===== config.mk =====
export PLATFORM = sky130hd
export DESIGN_NAME = traffic_seq_flat
export DESIGN_NICKNAME = d
export VERILOG_FILES = /design/src/rtl/traffic_pkg.sv /design/src/rtl/traffic_seq_if.sv /design/src/rtl/phase_timer.sv /design/src/rtl/traffic_seq.sv /design/src/flat_wrapper.sv
export SDC_FILE = /design/constraint.sdc
export NUM_CORES = 1
export LEC_CHECK = 0
export ABC_AREA = 1
export BUFFER_PORTS_ARGS = -buffer_cell sky130_fd_sc_hd__buf_2
export CORE_MARGIN = 2
export CORE_UTILIZATION = 38
export DETAILED_ROUTE_END_ITERATION = 7
export GPL_ROUTABILITY_DRIVEN = 1
export PLACE_DENSITY = 0.68
export SLEW_MARGIN = 20
export SYNTH_ARGS = -nofsm -noshare
export SYNTH_HDL_FRONTEND = slang
export SYNTH_SLANG_ARGS = --single-unit

===== constraint.sdc =====
create_clock -name clk -period 3.1 [get_ports clk]
set_input_delay 0.155 -clock clk [delete_from_list [all_inputs] [get_ports clk]]
set_output_delay 0.155 -clock clk [all_outputs]
set_load 0.05 [all_outputs]

===== src/rtl/traffic_pkg.sv =====
// traffic_pkg: shared state encoding, phase codes and default durations for traffic_seq.
// Contents: phase codes PH_*, one-hot state_t whose bit index equals its phase code,
// default duration constants DEF_*, and phase_of() mapping a one-hot state to its code.
package traffic_pkg;
  localparam logic [2:0] PH_AR_NS = 3'd0;
  localparam logic [2:0] PH_G_NS  = 3'd1;
  localparam logic [2:0] PH_Y_NS  = 3'd2;
  localparam logic [2:0] PH_AR_EW = 3'd3;
  localparam logic [2:0] PH_G_EW  = 3'd4;
  localparam logic [2:0] PH_Y_EW  = 3'd5;
  localparam logic [2:0] PH_FLASH = 3'd6;
  localparam int DEF_G_NS_MIN = 8;
  localparam int DEF_G_EW     = 6;
  localparam int DEF_Y_TIME   = 3;
  localparam int DEF_AR_TIME  = 1;
  localparam int DEF_CNT_W    = 8;
  // One-hot state: bit n set means phase code n.
  typedef enum logic [6:0] {
    S_AR_NS = 7'b0000001,
    S_G_NS  = 7'b0000010,
    S_Y_NS  = 7'b0000100,
    S_AR_EW = 7'b0001000,
    S_G_EW  = 7'b0010000,
    S_Y_EW  = 7'b0100000,
    S_FLASH = 7'b1000000
  } state_t;
  function automatic logic [2:0] phase_of(state_t s);
    case (s)
      S_G_NS:  return PH_G_NS;
      S_Y_NS:  return PH_Y_NS;
      S_AR_EW: return PH_AR_EW;
      S_G_EW:  return PH_G_EW;
      S_Y_EW:  return PH_Y_EW;
      S_FLASH: return PH_FLASH;
      default: return PH_AR_NS;
    endcase
  endfunction
endpackage


===== src/rtl/traffic_seq_if.sv =====
// traffic_seq_if: sensor/tick inputs and lamp/debug outputs of the intersection sequencer.
// Signals: tick, ew_req, night (TRAFFIC_SEQ_FLASH_EN only) toward the sequencer;
// gns/yns/rns, gew/yew/rew lamps, phase[2:0], ew_wait from it.
// Modports: master = environment driving sensors, slave = traffic_seq.
interface traffic_seq_if;
  logic tick;
  logic ew_req;
`ifdef TRAFFIC_SEQ_FLASH_EN
  logic night;
`endif
  logic gns, yns, rns;
  logic gew, yew, rew;
  logic [2:0] phase;
  logic ew_wait;
`ifdef TRAFFIC_SEQ_FLASH_EN
  modport master (output tick, ew_req, night, input gns, yns, rns, gew, yew, rew, phase, ew_wait);
  modport slave (input tick, ew_req, night, output gns, yns, rns, gew, yew, rew, phase, ew_wait);
`else
  modport master (output tick, ew_req, input gns, yns, rns, gew, yew, rew, phase, ew_wait);
  modport slave (input tick, ew_req, output gns, yns, rns, gew, yew, rew, phase, ew_wait);
`endif
endinterface


===== src/rtl/phase_timer.sv =====
// phase_timer: loadable tick-driven down-counter that stops at zero.
// Ports: clk, rst_n (async active-low, resets to RST_VAL), tick (count strobe),
// load/load_val (load wins over counting), zero (count is 0).
module phase_timer #(
  parameter int CNT_W = 8,
  parameter logic [CNT_W-1:0] RST_VAL = '0
) (
  input  logic             clk,
  input  logic             rst_n,
  input  logic             tick,
  input  logic             load,
  input  logic [CNT_W-1:0] load_val,
  output logic             zero
);
  logic [CNT_W-1:0] cnt;
  always_ff @(posedge clk or negedge rst_n)
    if (!rst_n) cnt <= RST_VAL;
    else if (load) cnt <= load_val;
    else if (tick && !zero) cnt <= cnt - 1'b1;
  assign zero = cnt == '0;
endmodule


===== src/rtl/traffic_seq.sv =====
// traffic_seq: timed NS/EW intersection sequencer with EW request latch and lamp decode.
// Ports: clk, rst_n (async active-low), bus (traffic_seq_if.slave: tick, ew_req,
// night when TRAFFIC_SEQ_FLASH_EN is defined, six lamps, phase, ew_wait).
// Optional feature: define TRAFFIC_SEQ_FLASH_EN for the night-flash state and night input.
module traffic_seq import traffic_pkg::*; #(
  parameter int G_NS_MIN = DEF_G_NS_MIN,
  parameter int G_EW     = DEF_G_EW,
  parameter int Y_TIME   = DEF_Y_TIME,
  parameter int AR_TIME  = DEF_AR_TIME,
  parameter int CNT_W    = DEF_CNT_W
) (
  input logic         clk,
  input logic         rst_n,
  traffic_seq_if.slave bus
);
  localparam logic [CNT_W-1:0] LD_GNS = CNT_W'(G_NS_MIN - 1);
  localparam logic [CNT_W-1:0] LD_GEW = CNT_W'(G_EW - 1);
  localparam logic [CNT_W-1:0] LD_Y   = CNT_W'(Y_TIME - 1);
  localparam logic [CNT_W-1:0] LD_AR  = CNT_W'(AR_TIME - 1);
  state_t state, nxt;
  logic zero, load, flash, night, ew_wait;
  logic [CNT_W-1:0] ld_val;
`ifdef TRAFFIC_SEQ_FLASH_EN
  assign night = bus.night;
`else
  assign night = 1'b0;
`endif
  always_ff @(posedge clk or negedge rst_n)
    if (!rst_n) state <= S_AR_NS;
    else state <= nxt;
  // Exit conditions are only examined on a tick once the phase timer has run out.
  always_comb begin
    nxt = state;
    if (bus.tick && zero)
      case (state)
        S_AR_NS: nxt = night ? S_FLASH : S_G_NS;
        S_G_NS:  nxt = (ew_wait || night) ? S_Y_NS : S_G_NS;
        S_Y_NS:  nxt = S_AR_EW;
        S_AR_EW: nxt = night ? S_FLASH : S_G_EW;
        S_G_EW:  nxt = S_Y_EW;
        S_Y_EW:  nxt = S_AR_NS;
        S_FLASH: nxt = night ? S_FLASH : S_AR_NS;
        default: nxt = S_AR_NS;
      endcase
  end
  // Any state change reloads the timer; FLASH loads 0 so every tick re-checks night.
  assign load   = nxt != state;
  assign ld_val = nxt == S_G_NS ? LD_GNS :
                  nxt == S_G_EW ? LD_GEW :
                  (nxt == S_Y_NS || nxt == S_Y_EW) ? LD_Y :
                  nxt == S_FLASH ? '0 : LD_AR;
  phase_timer #(.CNT_W(CNT_W), .RST_VAL(LD_AR)) u_timer (
    .clk      (clk),
    .rst_n    (rst_n),
    .tick     (bus.tick),
    .load     (load),
    .load_val (ld_val),
    .zero     (zero)
  );
  // Serving EW (entering G_EW) clears the request even if ew_req is high that cycle.
  always_ff @(posedge clk or negedge rst_n)
    if (!rst_n) ew_wait <= 1'b0;
    else ew_wait <= (load && nxt == S_G_EW) ? 1'b0 : (ew_wait | bus.ew_req);
`ifdef TRAFFIC_SEQ_FLASH_EN
  always_ff @(posedge clk or negedge rst_n)
    if (!rst_n) flash <= 1'b0;
    else if (load && nxt == S_FLASH) flash <= 1'b1;
    else if (state == S_FLASH && bus.tick) flash <= ~flash;
`else
  assign flash = 1'b0;
`endif
  assign bus.gns     = state == S_G_NS;
  assign bus.yns     = state == S_Y_NS || (state == S_FLASH && flash);
  assign bus.rns     = state inside {S_AR_NS, S_AR_EW, S_G_EW, S_Y_EW};
  assign bus.gew     = state == S_G_EW;
  assign bus.yew     = state == S_Y_EW || (state == S_FLASH && flash);
  assign bus.rew     = state inside {S_AR_NS, S_AR_EW, S_G_NS, S_Y_NS};
  assign bus.phase   = phase_of(state);
  assign bus.ew_wait = ew_wait;
endmodule

===== src/flat_wrapper.sv =====
// flat-port wrapper written by rule: the top's interface ports become plain ports
module traffic_seq_flat import traffic_pkg::*;
#(
  parameter int G_NS_MIN = DEF_G_NS_MIN,
  parameter int G_EW     = DEF_G_EW,
  parameter int Y_TIME   = DEF_Y_TIME,
  parameter int AR_TIME  = DEF_AR_TIME,
  parameter int CNT_W    = DEF_CNT_W
)
  (clk, rst_n, bus_tick, bus_ew_req, bus_gns, bus_yns, bus_rns, bus_gew, bus_yew, bus_rew, bus_phase, bus_ew_wait);
  traffic_seq_if bus_i ();
  input logic clk;
  input logic rst_n;
  input wire logic [$bits(bus_i.tick)-1:0] bus_tick;
  input wire logic [$bits(bus_i.ew_req)-1:0] bus_ew_req;
  output wire logic [$bits(bus_i.gns)-1:0] bus_gns;
  output wire logic [$bits(bus_i.yns)-1:0] bus_yns;
  output wire logic [$bits(bus_i.rns)-1:0] bus_rns;
  output wire logic [$bits(bus_i.gew)-1:0] bus_gew;
  output wire logic [$bits(bus_i.yew)-1:0] bus_yew;
  output wire logic [$bits(bus_i.rew)-1:0] bus_rew;
  output wire logic [$bits(bus_i.phase)-1:0] bus_phase;
  output wire logic [$bits(bus_i.ew_wait)-1:0] bus_ew_wait;
  assign bus_i.tick = bus_tick;
  assign bus_i.ew_req = bus_ew_req;
  assign bus_gns = bus_i.gns;
  assign bus_yns = bus_i.yns;
  assign bus_rns = bus_i.rns;
  assign bus_gew = bus_i.gew;
  assign bus_yew = bus_i.yew;
  assign bus_rew = bus_i.rew;
  assign bus_phase = bus_i.phase;
  assign bus_ew_wait = bus_i.ew_wait;
  traffic_seq #(.G_NS_MIN(G_NS_MIN), .G_EW(G_EW), .Y_TIME(Y_TIME), .AR_TIME(AR_TIME), .CNT_W(CNT_W)) u_core (.clk(clk), .rst_n(rst_n), .bus(bus_i));
endmodule

# Yosys cells after proc, flatten, opt, wreduce, memory -nomap -nowiden
# Cells that the tools add are included.
[totals] ff_bits=16 ram_bits=0 wordCells=36 latch_bits=0 in_bits=4 memories=0 romBits=0 output_inout_bits=10
[classes] mux=10 n_bitwise=1 n_mul=0 reduce_logical=9 div=0 addsub=1 n_eq_ne=12 n_shift=0 magnitude_cmp=0
[ops] operator="case mux 7 bit (5 select lines)" n=1
[ops] operator="2-to-1 mux 8 bit" n=4
[ops] operator="case mux 3 bit (6 select lines)" n=1
[ops] operator="equality test 7 x 2 -> 1 bit, second input constant" n=2
[ops] operator="equality test 7 x 3 -> 1 bit, second input constant" n=2
[ops] operator="equality test 7 x 5 -> 1 bit, second input constant" n=2
[ops] operator="equality test 7 x 6 -> 1 bit, second input constant" n=2
[ops] operator="logical NOT 8 bit" n=1
[ops] operator="nonzero test 4 bit" n=2
[ops] operator="subtractor 8 x 1 -> 8 bit, second input constant" n=1
[ops] operator="equality test 7 x 1 -> 1 bit, second input constant" n=1
[ops] operator="equality test 7 x 4 -> 1 bit, second input constant" n=1
[ops] operator="equality test 7 bit, second input constant" n=1
[ops] operator="2-to-1 mux 7 bit" n=1
[ops] operator="inequality test 7 bit" n=1
[ops] operator="logical AND 1 bit" n=3
[ops] operator="2-to-1 mux 3 bit" n=1
[ops] operator="2-to-1 mux 2 bit" n=1
[ops] operator="nonzero test 2 bit" n=1
[ops] operator="logical NOT 1 bit" n=1
[ops] operator="logical OR 1 bit" n=1
[ops] operator="2-to-1 mux 1 bit" n=1
[ops] operator="bitwise OR 1 bit" n=1

# Longest topological paths before layout
[depth] depth_word=9 mapped_depth=16 depth_no_buf=15

# Cells and area by module
# From an unflattened synthesis, not the netlist that was laid out.
[hier_totals] cells_unflattened=206 area_unflattened_um2=1277.5
[by_module_without_submodules] module="traffic_seq" seq_area_each_um2=201.4 cells_per_inst=113 area_each_um2=680.7 n_inst=1
[by_module_without_submodules] module="phase_timer" seq_area_each_um2=200.2 cells_per_inst=93 area_each_um2=596.8 n_inst=1

# Worst setup path after synthesis
# Ideal clock, no wire load.
[synth_path] path_type="flip-flop to output port" start="reg u_core.state[1]" end="out bus_rns" path_buffers=0 path_stages_with_launch=8 t_arrival_ns=2.883 required_ns=2.945 setup_slack_ns=0.062 path_cell_list="dfrtp_1 > inv_1 > nand2_2 > inv_1 > nand2_1 > nor4_1 > nor2_1 > nand3_1"
[synth_via] elab_chain_len=2 elab_cells_between_ends=5 cone_classes="eq/ne: 4; reduce/logical: 1"
[synth_lines] element="start: declaration" line_no="traffic_seq.sv:20" text="state_t state, nxt;"
[synth_lines] element="start signal: assignment" line_no="traffic_seq.sv:30" text="else state <= nxt;"
[synth_lines] element="equality test 7 x 6 -> 1 bit"
[synth_lines] element="net bus_yew" line_no="flat_wrapper.sv:20" text="output wire logic [$bits(bus_i.yew)-1:0] bus_yew;"
[synth_lines] element="nonzero test 4 bit" line_no="traffic_seq.sv:74" text="assign bus.rns = state inside {S_AR_NS, S_AR_EW, S_G_EW, S_Y_EW};"
[synth_lines] element="end: declaration" line_no="flat_wrapper.sv:18" text="output wire logic [$bits(bus_i.rns)-1:0] bus_rns;"
# The timed path passes the listed nets, and every way through them passes these cells.

# Worst setup path after layout
[layout_path] start="reg u_core.u_timer.cnt[0]" end="reg u_core.u_timer.cnt[2]"
[layout_via] elab_chain_len=7 elab_cells_between_ends=14 cone_classes="add/sub: 1; eq/ne: 3; mux: 5; reduce/logical: 5"
[layout_lines] element="start: declaration" line_no="phase_timer.sv:15" text="logic [CNT_W-1:0] cnt;"
[layout_lines] element="start signal: assignment" line_no="phase_timer.sv:18" text="else if (load) cnt <= load_val;"
[layout_lines] element="start signal: assignment" line_no="phase_timer.sv:19" text="else if (tick && !zero) cnt <= cnt - 1'b1;"
[layout_lines] element="logical NOT 8 bit" line_no="phase_timer.sv:20" text="assign zero = cnt == '0;"
[layout_lines] element="logical AND 1 bit" line_no="traffic_seq.sv:34" text="if (bus.tick && zero)"
[layout_lines] element="2-to-1 mux 7 bit" line_no="traffic_seq.sv:34"
[layout_lines] element="equality test 7 x 5 -> 1 bit" line_no="traffic_seq.sv:49" text="nxt == S_G_EW ? LD_GEW :"
[layout_lines] element="2-to-1 mux 8 bit" line_no="traffic_seq.sv:49"
[layout_lines] element="2-to-1 mux 8 bit" line_no="traffic_seq.sv:48" text="assign ld_val = nxt == S_G_NS ? LD_GNS :"
[layout_lines] element="2-to-1 mux 8 bit" line_no="phase_timer.sv:18"
# Several ways; a longest one is shown, not always the timed one. The select of a mux whose other input is x is not followed.
# A chain may end at the register's enable or synchronous reset.

==> out/results.tsv <==
stage	metric	value	unit
run_status	status	complete, no violations	
worst_setup_path	worstPathArrival	2420	ps
worst_setup_path	crit_path_start	u_core.u_timer.cnt[0]	
logic_synthesis	yosysUniqueCellTypes	29	
global_route	grt_max_degree	17	
worst_setup_path	cp_slowest_cell	dfrtp_1	
power	finalPower	1.136	mW
worst_setup_path	setup.worst_path.start_class	flop	
worst_setup_path	rr_worst_depth	14	
cts	cts_sinks	16	
worst_setup_path	r2r_setup_slack	890	ps
logic_synthesis	ys_ff_latch	16	
place	post-dp-hpwl	1.968	mm
logic_synthesis	syn_nets	182	
place	portBuffers	13	
timing	tightest_slew	474.0	ps
cts	tritoncts	built	
route	routed_wl	2.430	mm
timing	max-slew-margin-rel	68.11	%
power	power_frac_comb	56.9	%
worst_setup_path	crit_path_end	u_core.u_timer.cnt[2]	
power	leakagePower	0.8031	nW
power	p_per_area	829.8	mW/mm²
timing	max_freq	452.8	MHz
timing	setup-violations-final	0	
logic_synthesis	synth_area	0.001225	mm²
power	internal_power	0.5650	mW
cts	clk_latency	300	ps
route	drt-pass1-iter-count	4	
floorplan	dieArea	0.003694	mm²
cts	root_buffer	clkbuf_4	
logic_synthesis	synth_top_area_share	30.64	%
timing	fin_tns_setup	0	ps
route	drt_iter0_drc	29	
route	avgRoutedWirePerCell	10.30	µm
logic_synthesis	synth_warnings	0	
worst_setup_path	cp.required	3310	ps
route	drc	0	
route	vias	1089	
power	ir_drop	0.4168	mV
floorplan	fp.dieW	60.78	µm
floorplan	start_util	40.12	%
timing	hold_ws	55.04	ps
power	power.switching	0.5708	mW
route	vias_per_cell	4.614	
global_route	antenna_found_initial	0	
layout	final_cell_mix	46 x nand2_1, 27 x inv_1, 21 x nand3_1	
logic_synthesis	ys_seq_area_share	32.79	%
worst_setup_path	critPathMaxFanout	11	
worst_setup_path	worstPathCellList	inv_1 -> ha_1 -> nand2_1 -> nor2_4 -> nand2_2 -> inv_1 -> nand3_1 -> nand3_1 -> nor2_4 -> and2_4 -> nand2_2 -> nand2_1 -> nand2_1 -> inv_1	
power	clkPwrFrac	12.6	%
timing	period_share	71.25	%
cts	cts_max_level	1	
timing	worst_slack	891.3	ps
global_route	grt_overflow	0	
route	drtAntennaViolNets	0	
place	gp_congestion	0.8735	
worst_setup_path	r2r_start	u_core.u_timer.cnt[0]	
cts	cts_setup_buffers	0	
worst_setup_path	endpoint_kind	flop	
layout	layout.cells.most_common	nand2_1	
cts	cts_inserted_buffers	3	
power	switching_share	50.26	%
logic_synthesis	synth_cells	176	
logic_synthesis	ys_top_cells_by_area	dfrtp_1 31%, nand2_1 14%, nand3_1 8.6%	
global_route	grt_pass1_vias	983	
timing	post-route-min-period	2209	ps
floorplan	pin_count	14	
layout	synthToLayoutAreaGrowth	11.75	%
power	p_seq_share	30.6	%
floorplan	core_area	0.003053	mm²
worst_setup_path	path_buf_inv	3	
worst_setup_path	critPathMaxStageDelay	390	ps
timing	fin_skew	6.884	ps
flow_run	cap_violations	0	
worst_setup_path	timing.rr.end	u_core.u_timer.cnt[2]	
timing	rsz0062_at_grt	false	
layout	finalNetCount	199	
global_route	globalRouteTotalUtil	15.24	%
logic_synthesis	syn_avg_cell_area	6.960	µm²
layout	drive_above_1_share	20.83	%
global_route	grt_pass1_wl	4.195	mm
place	place_ws	920.4	ps
floorplan	rows	20	
hold_path	hp-class	primary input to flop	
timing	finalMaxSlewViolations	0	
logic_synthesis	synth_top_area_cell	dfrtp_1	
cts	path_clk_slew	100	ps
layout	antennaDiodeCount	0	
floorplan	die_h	60.78	µm
timing	final-hold-violation-count	0	
worst_setup_path	critical_path.top_delay_family	simple AND/OR/NAND/NOR gates	
worst_setup_path	crit_type	flop to flop	
cts	clockBufferDepth	2	
worst_setup_path	cp.depth	14	
[kinds of logic after synthesis]
family	Yosys count	synth area share [%]
AOI/OAI and AO/OA	8	4.391
xor gates and xnor gates	5	3.576
adders and majority gates	2	2.043
buffers and inverters	31	10.73
DFF	16	32.79
and+or+nand+nor	114	46.48
[worst min-delay path by stage]
stage / startpoint / to / depth (start not counted)
final: bus_ew_req / u_core.bus.ew_wait / 2
after floorplan: rst_n / u_core.bus.ew_wait / 0
after detailed placement: rst_n / u_core.u_timer.cnt[7] / 1
after CTS: bus_ew_req / u_core.bus.ew_wait / 2
after global routing: bus_ew_req / u_core.bus.ew_wait / 2
after global placement: rst_n / u_core.u_timer.cnt[7] / 1
[power groups by stage]
| stage | combinational [mW] | clock, mW | sequential [mW] |
|---|---|---|---|
| 4_1_cts | 0.651 | 0.148 | 0.348 |
| 3_5_place_dp | 0.645 | 0 | 0.352 |
| 2_1_floorplan | 0.539 | 0 | 0.337 |
| 6_report | 0.646 | 0.143 | 0.347 |
| 5_1_grt | 0.731 | 0.154 | 0.359 |
| 3_3_place_gp | 0.645 | 0 | 0.351 |
[routing by layer]
metal / track usage (%) / wire length [µm] / up-vias / part of all wire, %
met5: 0 / 0 / - / 0
met3: 3.838 / 101 / 4 / 4.2
met4: 4.658 / 35 / 0 / 1.4
met1: 21.34 / 1209 / 478 / 50
met2: 23.20 / 1084 / 20 / 45
li1: - / - / 587 / -
[final cells by class]
cell class                 instances  area (µm²)
fill                             333        1684
multi-input combinational        129       691.9
sequential                        16       401.6
inverter                          29       108.9
timing repair buffer              14       75.07
tap                               44       55.05
clock buffer                       4       36.28
[state kept, by name, summed over array words and instances (netlist names)]
register	flops
u_core.state	7
u_core.u_timer.cnt	8
u_core.bus.ew_wait	1
[worst register-to-register path: stages (launching register included)]
cell and delay [ps]:
dfrtp_1 390, inv_1 110, ha_1 160, nand2_1 80, nor2_4 170, nand2_2 180, inv_1 290, nand3_1 190
nand3_1 180, nor2_4 50, and2_4 140, nand2_2 40, nand2_1 40, nand2_1 50, inv_1 30
[synth_stat cells]
cell / instances
nand2_1: 46
inv_1: 27
nand3_1: 21
nor2_1: 17
dfrtp_1: 15
nand4_1: 7
nand2_2: 6
nor2_4: 6
nor2_2: 3
xor2_1: 3
a21oi_1: 2
buf_6: 2
ha_1: 2
inv_2: 2
o211ai_1: 2
xnor2_1: 2
a21boi_2: 1
and2_1: 1
and2_4: 1
dfstp_2: 1
nand2_4: 1
nand3_2: 1
nor3_1: 1
nor4_1: 1
o21a_1: 1
o21ai_0: 1
o21ai_1: 1
or2_2: 1
or3_1: 1
[metrics by stage]
stage / cell area [µm²] / instances / util (%)
floorplan: 1225 / 176 / -
global placement: 1323 / 231 / 43.32
detailed placement: 1323 / 231 / 43.32
CTS: 1369 / 236 / 44.84
global route: 1369 / 236 / 44.84
finish: 1369 / 236 / 44.84
[what timing repair did]
| item | CTS | global route |
|---|---|---|
| endpoints found under the hold margin | 15 | 0 |
| hold buffers | 1 | 0 |
| resized for setup | 0 | 0 |
No activity file was read; power rests on OpenSTA's default activity.
